File: src/rtl/inst_memory_hierarchy.sv
// Instruction memory hierarchy: direct-mapped instruction cache backed by an
// internal 256 x 16 ROM, with a single outstanding fetch request.
module inst_memory_hierarchy #(
    parameter int MEM_WAIT   = 0,
    parameter int NUM_LINES  = 8,
    parameter int LINE_WORDS = 4
) (
    input  logic        clock,
    input  logic        reset,
    input  logic        read_enable,
    input  logic [7:0]  address,
    output logic        rd_ready,
    output logic [15:0] inst
);

    localparam int OFF_W  = $clog2(LINE_WORDS);
    localparam int IDX_W  = $clog2(NUM_LINES);
    localparam int TAG_W  = 8 - OFF_W - IDX_W;
    localparam int WAIT_W = (MEM_WAIT > 0) ? $clog2(MEM_WAIT + 1) : 1;

    typedef enum logic [1:0] {
        IDLE   = 2'd0,
        REFILL = 2'd1,
        DONE   = 2'd2
    } state_t;

    state_t               state;
    logic [7:0]           addr_q;
    logic [OFF_W-1:0]     word_cnt;
    logic [WAIT_W-1:0]    wait_cnt;
    logic [NUM_LINES-1:0] valid;
    logic [TAG_W-1:0]     tag_mem  [NUM_LINES];
    logic [15:0]          data_mem [NUM_LINES*LINE_WORDS];

    logic [TAG_W-1:0]     req_tag;
    logic [IDX_W-1:0]     req_idx;
    logic [OFF_W-1:0]     req_off;
    logic [TAG_W-1:0]     lat_tag;
    logic [IDX_W-1:0]     lat_idx;
    logic [7:0]           fill_addr;
    logic                 hit;
    logic                 word_done;
    logic                 last_word;

    // Main-memory contents are a fixed function of the word address.
    function automatic logic [15:0] rom_word(input logic [7:0] a);
        return {a, ~a};
    endfunction

    assign req_tag   = address[7 -: TAG_W];
    assign req_idx   = address[OFF_W +: IDX_W];
    assign req_off   = address[OFF_W-1:0];
    assign lat_tag   = addr_q[7 -: TAG_W];
    assign lat_idx   = addr_q[OFF_W +: IDX_W];
    assign fill_addr = {addr_q[7:OFF_W], word_cnt};

    assign hit       = valid[req_idx] && (tag_mem[req_idx] == req_tag);
    assign word_done = (state == REFILL) && (wait_cnt == WAIT_W'(MEM_WAIT));
    assign last_word = (word_cnt == OFF_W'(LINE_WORDS - 1));

    // Line data and tags carry no reset; the valid bits alone qualify them.
    always_ff @(posedge clock) begin
        if (word_done) begin
            data_mem[{lat_idx, word_cnt}] <= rom_word(fill_addr);
            if (last_word) begin
                tag_mem[lat_idx] <= lat_tag;
            end
        end
    end

    always_ff @(posedge clock or posedge reset) begin
        if (reset) begin
            state    <= IDLE;
            valid    <= '0;
            rd_ready <= 1'b0;
            inst     <= 16'h0000;
            addr_q   <= 8'h00;
            word_cnt <= '0;
            wait_cnt <= '0;
        end else begin
            case (state)
                IDLE: begin
                    if (read_enable) begin
                        addr_q <= address;
                        if (hit) begin
                            inst     <= data_mem[{req_idx, req_off}];
                            rd_ready <= 1'b1;
                            state    <= DONE;
                        end else begin
                            // The line is being overwritten, so it must not hit until complete.
                            valid[req_idx] <= 1'b0;
                            word_cnt       <= '0;
                            wait_cnt       <= '0;
                            state          <= REFILL;
                        end
                    end
                end
                REFILL: begin
                    if (word_done) begin
                        wait_cnt <= '0;
                        if (last_word) begin
                            valid[lat_idx] <= 1'b1;
                            inst           <= rom_word(addr_q);
                            rd_ready       <= 1'b1;
                            state          <= DONE;
                        end else begin
                            word_cnt <= word_cnt + 1'b1;
                        end
                    end else begin
                        wait_cnt <= wait_cnt + 1'b1;
                    end
                end
                DONE: begin
                    if (!read_enable) begin
                        rd_ready <= 1'b0;
                        state    <= IDLE;
                    end
                end
                default: state <= IDLE;
            endcase
        end
    end

endmodule

File: config.mk
export PLATFORM = sky130hd
export DESIGN_NAME = inst_memory_hierarchy
export DESIGN_NICKNAME = d
export VERILOG_FILES = /design/src/rtl/inst_memory_hierarchy.sv
export SDC_FILE = /design/constraint.sdc
export NUM_CORES = 1
export LEC_CHECK = 0
export BUFFER_PORTS_ARGS = -buffer_cell sky130_fd_sc_hd__buf_2
export CORE_AREA = 10 10 243 245
export CTS_CLUSTER_DIAMETER = 120
export DETAILED_ROUTE_END_ITERATION = 7
export DIE_AREA = 0 0 253 255
export GPL_ROUTABILITY_DRIVEN = 0
export PLACE_DENSITY = 0.67
export SYNTH_ARGS = -nofsm -noshare
export SYNTH_HDL_FRONTEND = slang
export SYNTH_SLANG_ARGS = --single-unit
File: constraint.sdc
create_clock -name clock -period 4.9 [get_ports clock]
set_input_delay 0.98 -clock clock [delete_from_list [all_inputs] [get_ports clock]]
set_output_delay 0.98 -clock clock [all_outputs]
set_load 0.1 [all_outputs]
==> flow_summary.yaml <==
clocking:
  clock_path_buffers: 3
  root_buffer: "clkbuf_16"
  cts_buffers: 52
  numClockSinks: 574
  cts_tree: "yes"
  path_clk_slew_ns: 0.06
  h-tree-depth: 2
  post_cts_buffers: 0
  cts.repair.resized: 0
  holdBufCountCts: 0
  clk_latency_ns: 0.60
grt:
  grt_use_met3: 0.0345
  gr-total-overflow: 0
  grtUsageTotal: 0.171
  grt_pass1_wl_um: 81200
  grt_pass1_vias: 11700
  antenna_found_initial: 1
  grt_use_met1: 0.238
  grt-busiest-layer: "met2"
  gr-usage-met2: 0.267
  grt_max_degree: 69
sta:
  fmax_mhz: 284
  hold_viol_final: 0
  tns_ns: 0
  setup_violations: 0
  fin_skew_ns: 0.0333
  final_max_slew_viol_count: 0
  relSlewSlack: 0.217
  tightest_slew_ns: 1.17
  fin_crit_sh: 0.718
  final.min_clock_period_ns: 3.52
  rsz0062_at_grt: "false"
min_path:
  hp-class: "in2async"
final_layout:
  syn_to_final_growth_pct: 13.1
  n_fill_cell: 4500
  fin_area_um2: 25500
  antenna_cells: 0
  stdcell_count: 2000
  drive_above_1_share: 0.232
  multi_input_area_um2: 5060
  layout.nets: 1269
  seqCellArea_um2: 17000
  fin_util: 0.468
synth:
  synth-edff-count: 536
  synth_seq_area_share: 0.757
  synthTopCellsByArea: "edfxtp_1 71%, mux4_2 10%, dfrtp_1 4.2%"
  ys_ff_latch: 574
  netlist_instances: 1162
  syn_area_um2: 22500
  ys_warn_count: 0
  avgSynthCellArea_um2: 19.4
  synth.top_cell.area_share: 0.714
  ys.flop_type: "edfxtp_1"
  syn_nets: 1177
  synth_cell_types: 53
  synth_area_leader_cell: "edfxtp_1"
  async_reset_ff_frac: 0.0662
critical_path:
  end_kind: "flop"
  cp.required_ns: 5.38
  worstPathMaxFanout: 40
  r2r_start: "word_cnt[1]"
  arrival_ns: 4.00
  r2r-end: "data_mem[31][8]"
  path_class: "in2reg"
  startpoint_type: "primary input"
  reg2reg_setup_slack_ns: 1.54
  r2r_cells: 6
power_and_ir_drop:
  power_frac_comb: 0.215
  seq_power_share: 0.492
  p_sw_mw: 4.21
  clkPwrFrac: 0.293
  p_leak_nw: 8.37
  power_mw: 13.6
  max-vdd-ir-drop_v: 0.000374
  intPower_mw: 9.42
  sw_frac_of_total: 0.309
  powerDensity_nw_per_um2: 535
placement:
  place_inst: 1904
  dpl-instance-area_um2: 23800
  port_buffers: 27
  place_hpwl_um: 33300
route:
  drt_first_pass_iters: 5
  first_iter_violations: 1331
  antenna_left: 0
  vias: 11800
  finalWirelength_um: 54800
  route.detailed.drc: 0
  drt-vias-per-instance: 5.88
  wl_per_cell_um: 27.4
run_status:
  status: "completed"
die:
  die_area_um2: 64500
  core_um2: 54400
  start_util: 0.414
  pin_count: 28
  std_cell_rows: 86
  die_w_um: 253
  die-height_um: 255
job:
  cap_viol_max_count: 0
[metrics by stage]
stage | hold slack [ns] | setup slack, ns
after global routing | 0.537 | 1.25
final | 0.503 | 1.38
after CTS | 0.496 | 1.39
after global placement | 0.470 | 0.836
after floorplan | 0.455 | 1.78
after detailed placement | 0.482 | 0.783
[cells in the final DEF (no fill, tap or decap), types with 4 or more instances in the layout]
cell type / n
nor2b_1: 6
a32o_1: 8
a22oi_1: 17
a211oi_1: 7
nand2_1: 47
a32oi_1: 4
a31oi_1: 5
clkbuf_16: 52
inv_1: 25
buf_2: 25
a21oi_1: 17
mux4_2: 104
mux2_4: 5
edfxtp_1: 536
dfrtp_1: 38
clkbuf_1: 14
clkinv_2: 8
nor2_1: 53
mux2i_1: 64
nand2b_1: 11
o211ai_1: 9
ha_1: 4
a22o_1: 7
buf_4: 69
a221oi_1: 4
mux2_2: 14
clkinv_1: 9
nor3_1: 5
o21ai_0: 21
bufinv_16: 4
nand3_1: 33
clkbuf_8: 6
o22a_1: 5
o22ai_1: 20
[worst max-delay path, cell delays in order]
cell and delay (ns):
buf_2 0.43, buf_4 0.55, mux4_2 0.34, nand2_1 0.08, a2111oi_4 0.52, o221a_2 0.66
mux2_2 0.40
[sequential cells by signal (all words and copies together), names as in the netlist]
signal / cells
inst: 16
tag_mem: 24
addr_q: 8
data_mem: 512
rd_ready: 1
word_cnt: 2
state: 2
wait_cnt: 1
valid: 8
[routing by layer]
metal / up-vias / share of wire
met2: 559 / 0.47
met4: 2 / 0.032
met1: 6176 / 0.42
met5: - / 0.00026
met3: 101 / 0.081
li1: 4921 / -
[worst max-delay path by stage]
stage / start / endpoint / slack [ns] / depth (start not counted)
final: address[2] / inst[3] / 1.38 / 7
after global routing: address[2] / inst[0] / 1.25 / 7
after CTS: address[2] / inst[3] / 1.39 / 7
after detailed placement: address[2] / inst[3] / 0.78 / 7
after global placement: address[2] / inst[2] / 0.84 / 7
after floorplan: address[2] / inst[11] / 1.78 / 10
[cells by family after synthesis]
logic type / after synthesis / share of synthesized area
and+or+nand+nor: 162 / 0.0317
muxes: 187 / 0.143
adders and majority gates: 4 / 0.00222
AOI/OAI and AO/OA: 144 / 0.0468
buffers and inverters: 88 / 0.0188
DFF: 574 / 0.757
xor gates and xnor gates: 3 / 0.00117
[synthesized netlist by cell type, types with 14 or more instances]
master and count:
a21oi_1 17, a22oi_1 17, buf_2 31, clkbuf_1 19, dfrtp_1 38, edfxtp_1 536
inv_1 26, mux2_2 14, mux2i_1 64, mux4_2 104, nand2_1 47, nand3_1 33
nor2_1 54, o21ai_0 21, o22ai_1 20
[final cells by class]
cell class / count / share of cell area
Tap cell: 704 / 0.0346
Timing Repair Buffer: 98 / 0.0278
Clock inverter: 25 / 0.00972
Multi-Input combinational cell: 500 / 0.199
Inverter: 28 / 0.00413
Clock buffer: 71 / 0.0558
Sequential cell: 574 / 0.669
[power groups by stage]
stage          clock network, mW  registers, mW  logic (mW)
2_1_floorplan                  0           7.38        1.17
3_3_place_gp                   0           6.79        2.84
3_5_place_dp                   0           6.81        2.93
4_1_cts                     4.04           6.71        2.93
5_1_grt                     4.25           6.75        3.09
6_report                    3.99           6.71        2.93
Power figures use the tool's default switching activity.
